==> src/rtl/radio_rssi_averager_if.sv <==
// Signal bundle between the RSSI averager and the radio bridge / user PHY.
// The master side is the averager; the slave side drives run control, ADC data and threshold.
interface radio_rssi_averager_if #(
  parameter int AVG_LEN_LOG2 = 4
);
  logic                     enable;
  logic                     user_RSSI_ADC_clk;
  logic [9:0]               user_RSSI_ADC_D;
  logic [9:0]               rssi_threshold;
  logic [9:0]               rssi_sample;
  logic                     rssi_sample_valid;
  logic [10+AVG_LEN_LOG2-1:0] rssi_sum;
  logic [9:0]               rssi_avg;
  logic                     rssi_avg_valid;
  logic                     rssi_above_thresh;

  modport master (
    input  enable, user_RSSI_ADC_D, rssi_threshold,
    output user_RSSI_ADC_clk, rssi_sample, rssi_sample_valid,
           rssi_sum, rssi_avg, rssi_avg_valid, rssi_above_thresh
  );

  modport slave (
    output enable, user_RSSI_ADC_D, rssi_threshold,
    input  user_RSSI_ADC_clk, rssi_sample, rssi_sample_valid,
           rssi_sum, rssi_avg, rssi_avg_valid, rssi_above_thresh
  );
endinterface

==> src/rtl/radio_rssi_averager.sv <==
// RSSI ADC clock generator, sample capture and sliding-window average with threshold flag.
//   state   | meaning
//   ST_IDLE | disabled: divider parked, window empty
//   ST_RUN  | divider running, one capture per RSSI clock period
module radio_rssi_averager #(
  parameter int CLK_DIV      = 8,
  parameter int AVG_LEN_LOG2 = 4
) (
  input  logic                 controller_logic_clk,
  input  logic                 reset,
  radio_rssi_averager_if.master bus
);
  localparam int DEPTH  = 1 << AVG_LEN_LOG2;
  localparam int SUM_W  = 10 + AVG_LEN_LOG2;
  localparam int CNT_W  = $clog2(CLK_DIV);
  localparam int FILL_W = AVG_LEN_LOG2 + 1;

  localparam logic [CNT_W-1:0]  CNT_LAST  = CNT_W'(CLK_DIV - 1);
  localparam logic [CNT_W-1:0]  CNT_FALL  = CNT_W'(CLK_DIV / 2 - 1);
  localparam logic [CNT_W-1:0]  CNT_CAP   = CNT_W'(1);
  localparam logic [FILL_W-1:0] FILL_FULL = FILL_W'(DEPTH);
  localparam logic [FILL_W-1:0] FILL_LAST = FILL_W'(DEPTH - 1);

  typedef enum logic {ST_IDLE, ST_RUN} state_t;

  state_t             state, state_nxt;
  logic               start;
  logic               capture;
  logic [CNT_W-1:0]   cnt;
  logic               adc_clk;
  logic [9:0]         sample;
  logic               sample_valid;
  logic               sum_upd;
  logic [9:0]         win [DEPTH];
  logic [FILL_W-1:0]  fill;
  logic [SUM_W-1:0]   sum;
  logic               avg_valid;
  logic               above;
  logic [9:0]         avg;

  always_ff @(posedge controller_logic_clk or posedge reset) begin
    if (reset) state <= ST_IDLE;
    else       state <= state_nxt;
  end

  always_comb begin
    state_nxt = state;
    start     = 1'b0;
    case (state)
      ST_IDLE: begin
        if (bus.enable) begin
          state_nxt = ST_RUN;
          start     = 1'b1;
        end
      end
      ST_RUN: begin
        if (!bus.enable) state_nxt = ST_IDLE;
      end
      default: state_nxt = ST_IDLE;
    endcase
  end

  // Bridge latches one edge after the rising clock; we take it one edge later (cnt 1->2)
  assign capture = (state == ST_RUN) && bus.enable && (cnt == CNT_CAP);

  always_ff @(posedge controller_logic_clk or posedge reset) begin
    if (reset) begin
      cnt     <= '0;
      adc_clk <= 1'b0;
    end else if (!bus.enable) begin
      cnt     <= '0;
      adc_clk <= 1'b0;
    end else if (start) begin
      cnt     <= '0;
      adc_clk <= 1'b1;
    end else if (cnt == CNT_LAST) begin
      cnt     <= '0;
      adc_clk <= 1'b1;
    end else begin
      cnt <= cnt + CNT_W'(1);
      if (cnt == CNT_FALL) adc_clk <= 1'b0;
    end
  end

  always_ff @(posedge controller_logic_clk or posedge reset) begin
    if (reset) begin
      sample       <= '0;
      sample_valid <= 1'b0;
    end else begin
      sample_valid <= capture;
      if (capture) sample <= bus.user_RSSI_ADC_D;
    end
  end

  assign avg = sum[SUM_W-1:AVG_LEN_LOG2];

  // Cleared window entries read as 0, so the sum is correct while the window is still filling
  always_ff @(posedge controller_logic_clk or posedge reset) begin
    if (reset) begin
      for (int i = 0; i < DEPTH; i++) win[i] <= '0;
      fill      <= '0;
      sum       <= '0;
      avg_valid <= 1'b0;
      sum_upd   <= 1'b0;
      above     <= 1'b0;
    end else if (!bus.enable) begin
      for (int i = 0; i < DEPTH; i++) win[i] <= '0;
      fill      <= '0;
      sum       <= '0;
      avg_valid <= 1'b0;
      sum_upd   <= 1'b0;
      above     <= 1'b0;
    end else begin
      sum_upd <= sample_valid;
      if (sample_valid) begin
        win[0] <= sample;
        for (int i = 1; i < DEPTH; i++) win[i] <= win[i-1];
        sum <= sum + SUM_W'(sample) - SUM_W'(win[DEPTH-1]);
        if (fill != FILL_FULL) fill <= fill + FILL_W'(1);
        if (fill >= FILL_LAST) avg_valid <= 1'b1;
      end
      if (sum_upd) above <= avg_valid && (avg >= bus.rssi_threshold);
    end
  end

  assign bus.user_RSSI_ADC_clk = adc_clk;
  assign bus.rssi_sample       = sample;
  assign bus.rssi_sample_valid = sample_valid;
  assign bus.rssi_sum          = sum;
  assign bus.rssi_avg          = avg;
  assign bus.rssi_avg_valid    = avg_valid;
  assign bus.rssi_above_thresh = above;
endmodule

==> src/flat_wrapper.sv <==
// flat-port wrapper written by rule: the top's interface ports become plain ports
module radio_rssi_averager_flat 
#(
  parameter int CLK_DIV      = 8,
  parameter int AVG_LEN_LOG2 = 4
)
  (controller_logic_clk, reset, bus_enable, bus_user_RSSI_ADC_D, bus_rssi_threshold, bus_user_RSSI_ADC_clk, bus_rssi_sample, bus_rssi_sample_valid, bus_rssi_sum, bus_rssi_avg, bus_rssi_avg_valid, bus_rssi_above_thresh);
  radio_rssi_averager_if #(.AVG_LEN_LOG2(AVG_LEN_LOG2)) bus_i ();
  input  logic controller_logic_clk;
  input  logic reset;
  input wire logic [$bits(bus_i.enable)-1:0] bus_enable;
  input wire logic [$bits(bus_i.user_RSSI_ADC_D)-1:0] bus_user_RSSI_ADC_D;
  input wire logic [$bits(bus_i.rssi_threshold)-1:0] bus_rssi_threshold;
  output wire logic [$bits(bus_i.user_RSSI_ADC_clk)-1:0] bus_user_RSSI_ADC_clk;
  output wire logic [$bits(bus_i.rssi_sample)-1:0] bus_rssi_sample;
  output wire logic [$bits(bus_i.rssi_sample_valid)-1:0] bus_rssi_sample_valid;
  output wire logic [$bits(bus_i.rssi_sum)-1:0] bus_rssi_sum;
  output wire logic [$bits(bus_i.rssi_avg)-1:0] bus_rssi_avg;
  output wire logic [$bits(bus_i.rssi_avg_valid)-1:0] bus_rssi_avg_valid;
  output wire logic [$bits(bus_i.rssi_above_thresh)-1:0] bus_rssi_above_thresh;
  assign bus_i.enable = bus_enable;
  assign bus_i.user_RSSI_ADC_D = bus_user_RSSI_ADC_D;
  assign bus_i.rssi_threshold = bus_rssi_threshold;
  assign bus_user_RSSI_ADC_clk = bus_i.user_RSSI_ADC_clk;
  assign bus_rssi_sample = bus_i.rssi_sample;
  assign bus_rssi_sample_valid = bus_i.rssi_sample_valid;
  assign bus_rssi_sum = bus_i.rssi_sum;
  assign bus_rssi_avg = bus_i.rssi_avg;
  assign bus_rssi_avg_valid = bus_i.rssi_avg_valid;
  assign bus_rssi_above_thresh = bus_i.rssi_above_thresh;
  radio_rssi_averager #(.CLK_DIV(CLK_DIV), .AVG_LEN_LOG2(AVG_LEN_LOG2)) u_core (.controller_logic_clk(controller_logic_clk), .reset(reset), .bus(bus_i));
endmodule
==> config.mk <==
export PLATFORM = sky130hd
export DESIGN_NAME = radio_rssi_averager_flat
export DESIGN_NICKNAME = d
export VERILOG_FILES = /design/src/rtl/radio_rssi_averager_if.sv /design/src/rtl/radio_rssi_averager.sv /design/src/flat_wrapper.sv
export SDC_FILE = /design/constraint.sdc
export NUM_CORES = 1
export LEC_CHECK = 0
export CORE_UTILIZATION = 40
export CTS_CLUSTER_SIZE = 24
export DETAILED_ROUTE_END_ITERATION = 10
export PLACE_DENSITY_LB_ADDON = 0.2
export SYNTH_ARGS = -nofsm -noshare
export SYNTH_HDL_FRONTEND = slang
export SYNTH_SLANG_ARGS = --single-unit
==> constraint.sdc <==
create_clock -name controller_logic_clk -period 6.77 [get_ports controller_logic_clk]
set_input_delay 1.354 -clock controller_logic_clk [delete_from_list [all_inputs] [get_ports controller_logic_clk]]
set_output_delay 1.354 -clock controller_logic_clk [all_outputs]
set_load 0.05 [all_outputs]
==> summary.md <==
| Metric | Value |
|---|---|
| Outcome | `finished clean` |
| FFs w/ async S/R, synth | `1.000` |
| GR Util All Layers | `0.1475` |
| Syn_area_per_cell | `11.51 sq um` |
| R2R depth | `10` |
| Initial Utilization | `0.4103` |
| CTS Hold Bufs | `0` |
| Worst R2R Start | `u_core.bus.rssi_sum[1]` |
| Worst hold path cell count | `1` |
| Crit-path max cell delay | `0.88 ns` |
| IO Port Bufs | `60` |
| Drt pass-1 iters | `4` |
| Layout cells sized above 1 | `0.05411` |
| Flops & latches, synth | `198` |
| Slew headroom | `0.3085` |
| Upper clock frequency limit | `roughly 310 MHz` |
| TNS Setup | `0 ns` |
| Synthesized Nets | `around 910` |
| Site Rows | `between 50 and 60` |
| Routed via count | `about 5700` |
| Post-DRT Antenna Nets | `0` |
| Hold path startpoint | `u_core.cnt[0]` |
| Slew Viols, Final | `0` |
| Area share of the largest cell type after synthesis | `0.5098` |
| Final std cells w/o fill | `1206` |
| Int Power | `1953 uW` |
| Clock sinks | `198` |
| 1st-iter DRT viols | `approximately 330` |
| RSZ-0062 raised after global routing | `no` |
| Post-synth EDFFs | `0` |
| Worst Setup End Kind | `output port` |
| Cell taking the most area after synthesis | `dfrtp_1` |
| Clk root buf | `clkbuf_16` |
| Max IR drop VDD | `approximately 0.21 mV` |
| H-Tree Depth | `4` |
| CTS clk-pin slew, worst paths | `~0.070 ns` |
| Reg2Reg Capture Point | `u_core.bus.rssi_sum[12]` |
| Worst path cell trace | `clkdlybuf4s50_1` |
| Critical path's top delay family | `buffers and inverters` |
| Leakage power | `roughly 0.0046 uW` |
| Synth Warn # | `0` |
| DRC Markers | `0` |
| WL/cell | `14.20 microns` |
| Total I/O pin count | `just over 60` |
| R2r setup slk | `between 3 and 4 ns` |
| Final setup viols | `0` |
| Worst setup SP type | `flop` |
| CTS tree | `yes` |
| Post-CTS Resized | `0` |
| Period utilization | `0.4828` |
| Initial antenna violation count | `0` |
| Required @ worst endpoint | `approximately 5.4 ns` |
| Final nets | `938` |
| CTS max path bufs | `2` |
| Crit path max fanout | `22` |
| Synth top area cells | `dfrtp_1, mux2i_1, nor2b_1, ha_1, inv_1` |
| Min Clock Period, post-route | `~3.3 ns` |
| Die area | `0.02492 sq mm` |
| Worst-Margin Slew | `slightly above 1 ns` |
| Total Wirelength | `approximately 17 mm` |
| Post-Syn Area | `just under 0.01 sq mm` |
| Num CTS Buffers | `17` |
| Area grow syn2layout | `14.05%` |
| Synth cell types | `45` |
| Worst-Skew Late Latency | `about 0.44 ns` |
| GPL Wtd Cong | `approximately 0.8` |
| Dpl ws | `approximately 3.4 ns` |
| Core ar. | `0.02368 sq mm` |
| Congestion Overflow GR | `0` |
| Register area share after synthesis | `0.5098` |
| DP HPWL | `roughly 11 mm` |
| Post-Syn Instances | `between 800 and 900` |
| Pin count of the biggest net entering global routing | `between 150 and 200` |
| Prevailing post-synth register cell | `dfrtp_1` |
| Reg power frac | `0.432` |
| Worst path slowest cell | `clkdlybuf4s50_1` |
| Psw | `902.2 uW` |
| Chip Width | `157.9 microns` |
| Final worst-path setup slack | `around 3.5 ns` |
| Vias per cell | `between 4 and 5` |
| Die height | `roughly 160 microns` |
| First-pass GRT wire length | `~29 mm` |
| Pwr Density | `approximately 260 mW/mm^2` |
| Max Cap Viol | `0` |
| Logic pwr share | `0.216` |
| Clock power share | `0.352` |
| End of the worst hold path | `u_core.cnt[0]` |
| Buf/Inv on CP | `1` |
| Net Sw Frac | `0.3160` |
| Final total power | `2855 uW` |
| CP arrival | `roughly 1.9 ns` |
| Most frequent cells in the layout | `dfrtp_1, nor2b_1, mux2i_1, inv_1, clkdlybuf4s50_1` |
| Commonest non-fill, non-tap cell in the layout | `dfrtp_1` |
| Skew final | `between 0.01 and 0.015 ns` |
| Antenna Cells | `0` |
| Number of stages on the worst setup path | `1` |
| DP Cell Count | `about 1200` |
| Hold Fails Final Rpt | `0` |
| Critical path class | `reg -> out` |
| Hold Crit Class | `reg -> reg` |
| Post-CTS Setup Repair Bufs | `0` |
| Number of global-route vias before repair | `between 5000 and 6000` |
-- synthesized netlist by cell type, types with 9 or more instances --
| cell type | number |
|---|---|
| dfrtp_1 | 198 |
| clkbuf_1 | 24 |
| o21ai_0 | 16 |
| buf_4 | 12 |
| nand4_1 | 9 |
| mux2i_1 | 169 |
| ha_1 | 31 |
| nand2_1 | 30 |
| nor2b_1 | 171 |
| fa_1 | 10 |
| a21o_1 | 10 |
| buf_2 | 17 |
| a21oi_1 | 13 |
| inv_1 | 65 |
-- final cells by class --
cell class                 instances  area [sq um]
fill                            2261         12600
inverter                          65         251.5
tap                              319         399.1
clock buffer                      18         439.2
sequential                       198          4959
clock inverter                    14         156.4
multi-input combinational        527          4243
timing repair buffer              65         635.6
-- through the flow --
step                hold WS, ns  instance area, sq um  utilization
finish                   0.4888                 11080       0.4680
global route             0.5063                 11080       0.4680
CTS                      0.4948                 11080       0.4680
detailed placement       0.4839                 10490       0.4428
global placement         0.4584                 10490       0.4428
floorplan                0.4423                  9718            -
-- how the worst max path moves through the flow --
| stage | from | to | slack, ns |
|---|---|---|---|
| final | u_core.bus.rssi_sample_valid | bus_rssi_sample_valid | 3.50 |
| after CTS | u_core.bus.rssi_sample_valid | bus_rssi_sample_valid | 3.48 |
| after global placement | reset | u_core.win[159] | 3.40 |
| after floorplan | reset | u_core.bus.rssi_above_thresh | 0.02 |
| after detailed placement | reset | u_core.bus.rssi_sample[9] | 3.41 |
| after global routing | u_core.bus.rssi_sample_valid | bus_rssi_sample_valid | 3.44 |
-- metal layers --
layer	wire length, microns	vias to the layer above	global-route usage
li1	-	2847	-
met1	8724	2710	0.2043
met2	7661	85	0.2287
met3	439	22	0.02683
met4	297	0	0.05687
met5	0	-	0
-- flip-flops by register name (all words and copies together) (netlist names) --
name	cells
u_core.win	160
u_core.bus.rssi_sum	14
u_core.bus.rssi_sample	10
u_core.fill	5
u_core.cnt	3
u_core.bus.rssi_above_thresh	1
u_core.bus.rssi_avg_valid	1
u_core.bus.rssi_sample_valid	1
u_core.bus.user_RSSI_ADC_clk	1
u_core.state	1
u_core.sum_upd	1
-- power by group through the flow --
stage	clock [uW]	sequential (uW)	combinational, uW
5_1_grt	1090	1240	682
4_1_cts	1030	1240	620
3_3_place_gp	0	1260	611
3_5_place_dp	0	1260	614
2_1_floorplan	0	1320	402
6_report	1000	1230	615
-- cells by family after synthesis --
group | after synthesis | synth area share
AO/OA/AOI/OAI | 67 | 0.04725
XOR/XNOR | 9 | 0.008112
adder cells (fa/ha/maj) | 41 | 0.06051
buffers and inverters | 119 | 0.05356
flip-flops | 198 | 0.5098
multiplexers | 169 | 0.1741
AND/OR/NAND/NOR | 241 | 0.1466
Power figures use the tool's default switching activity.
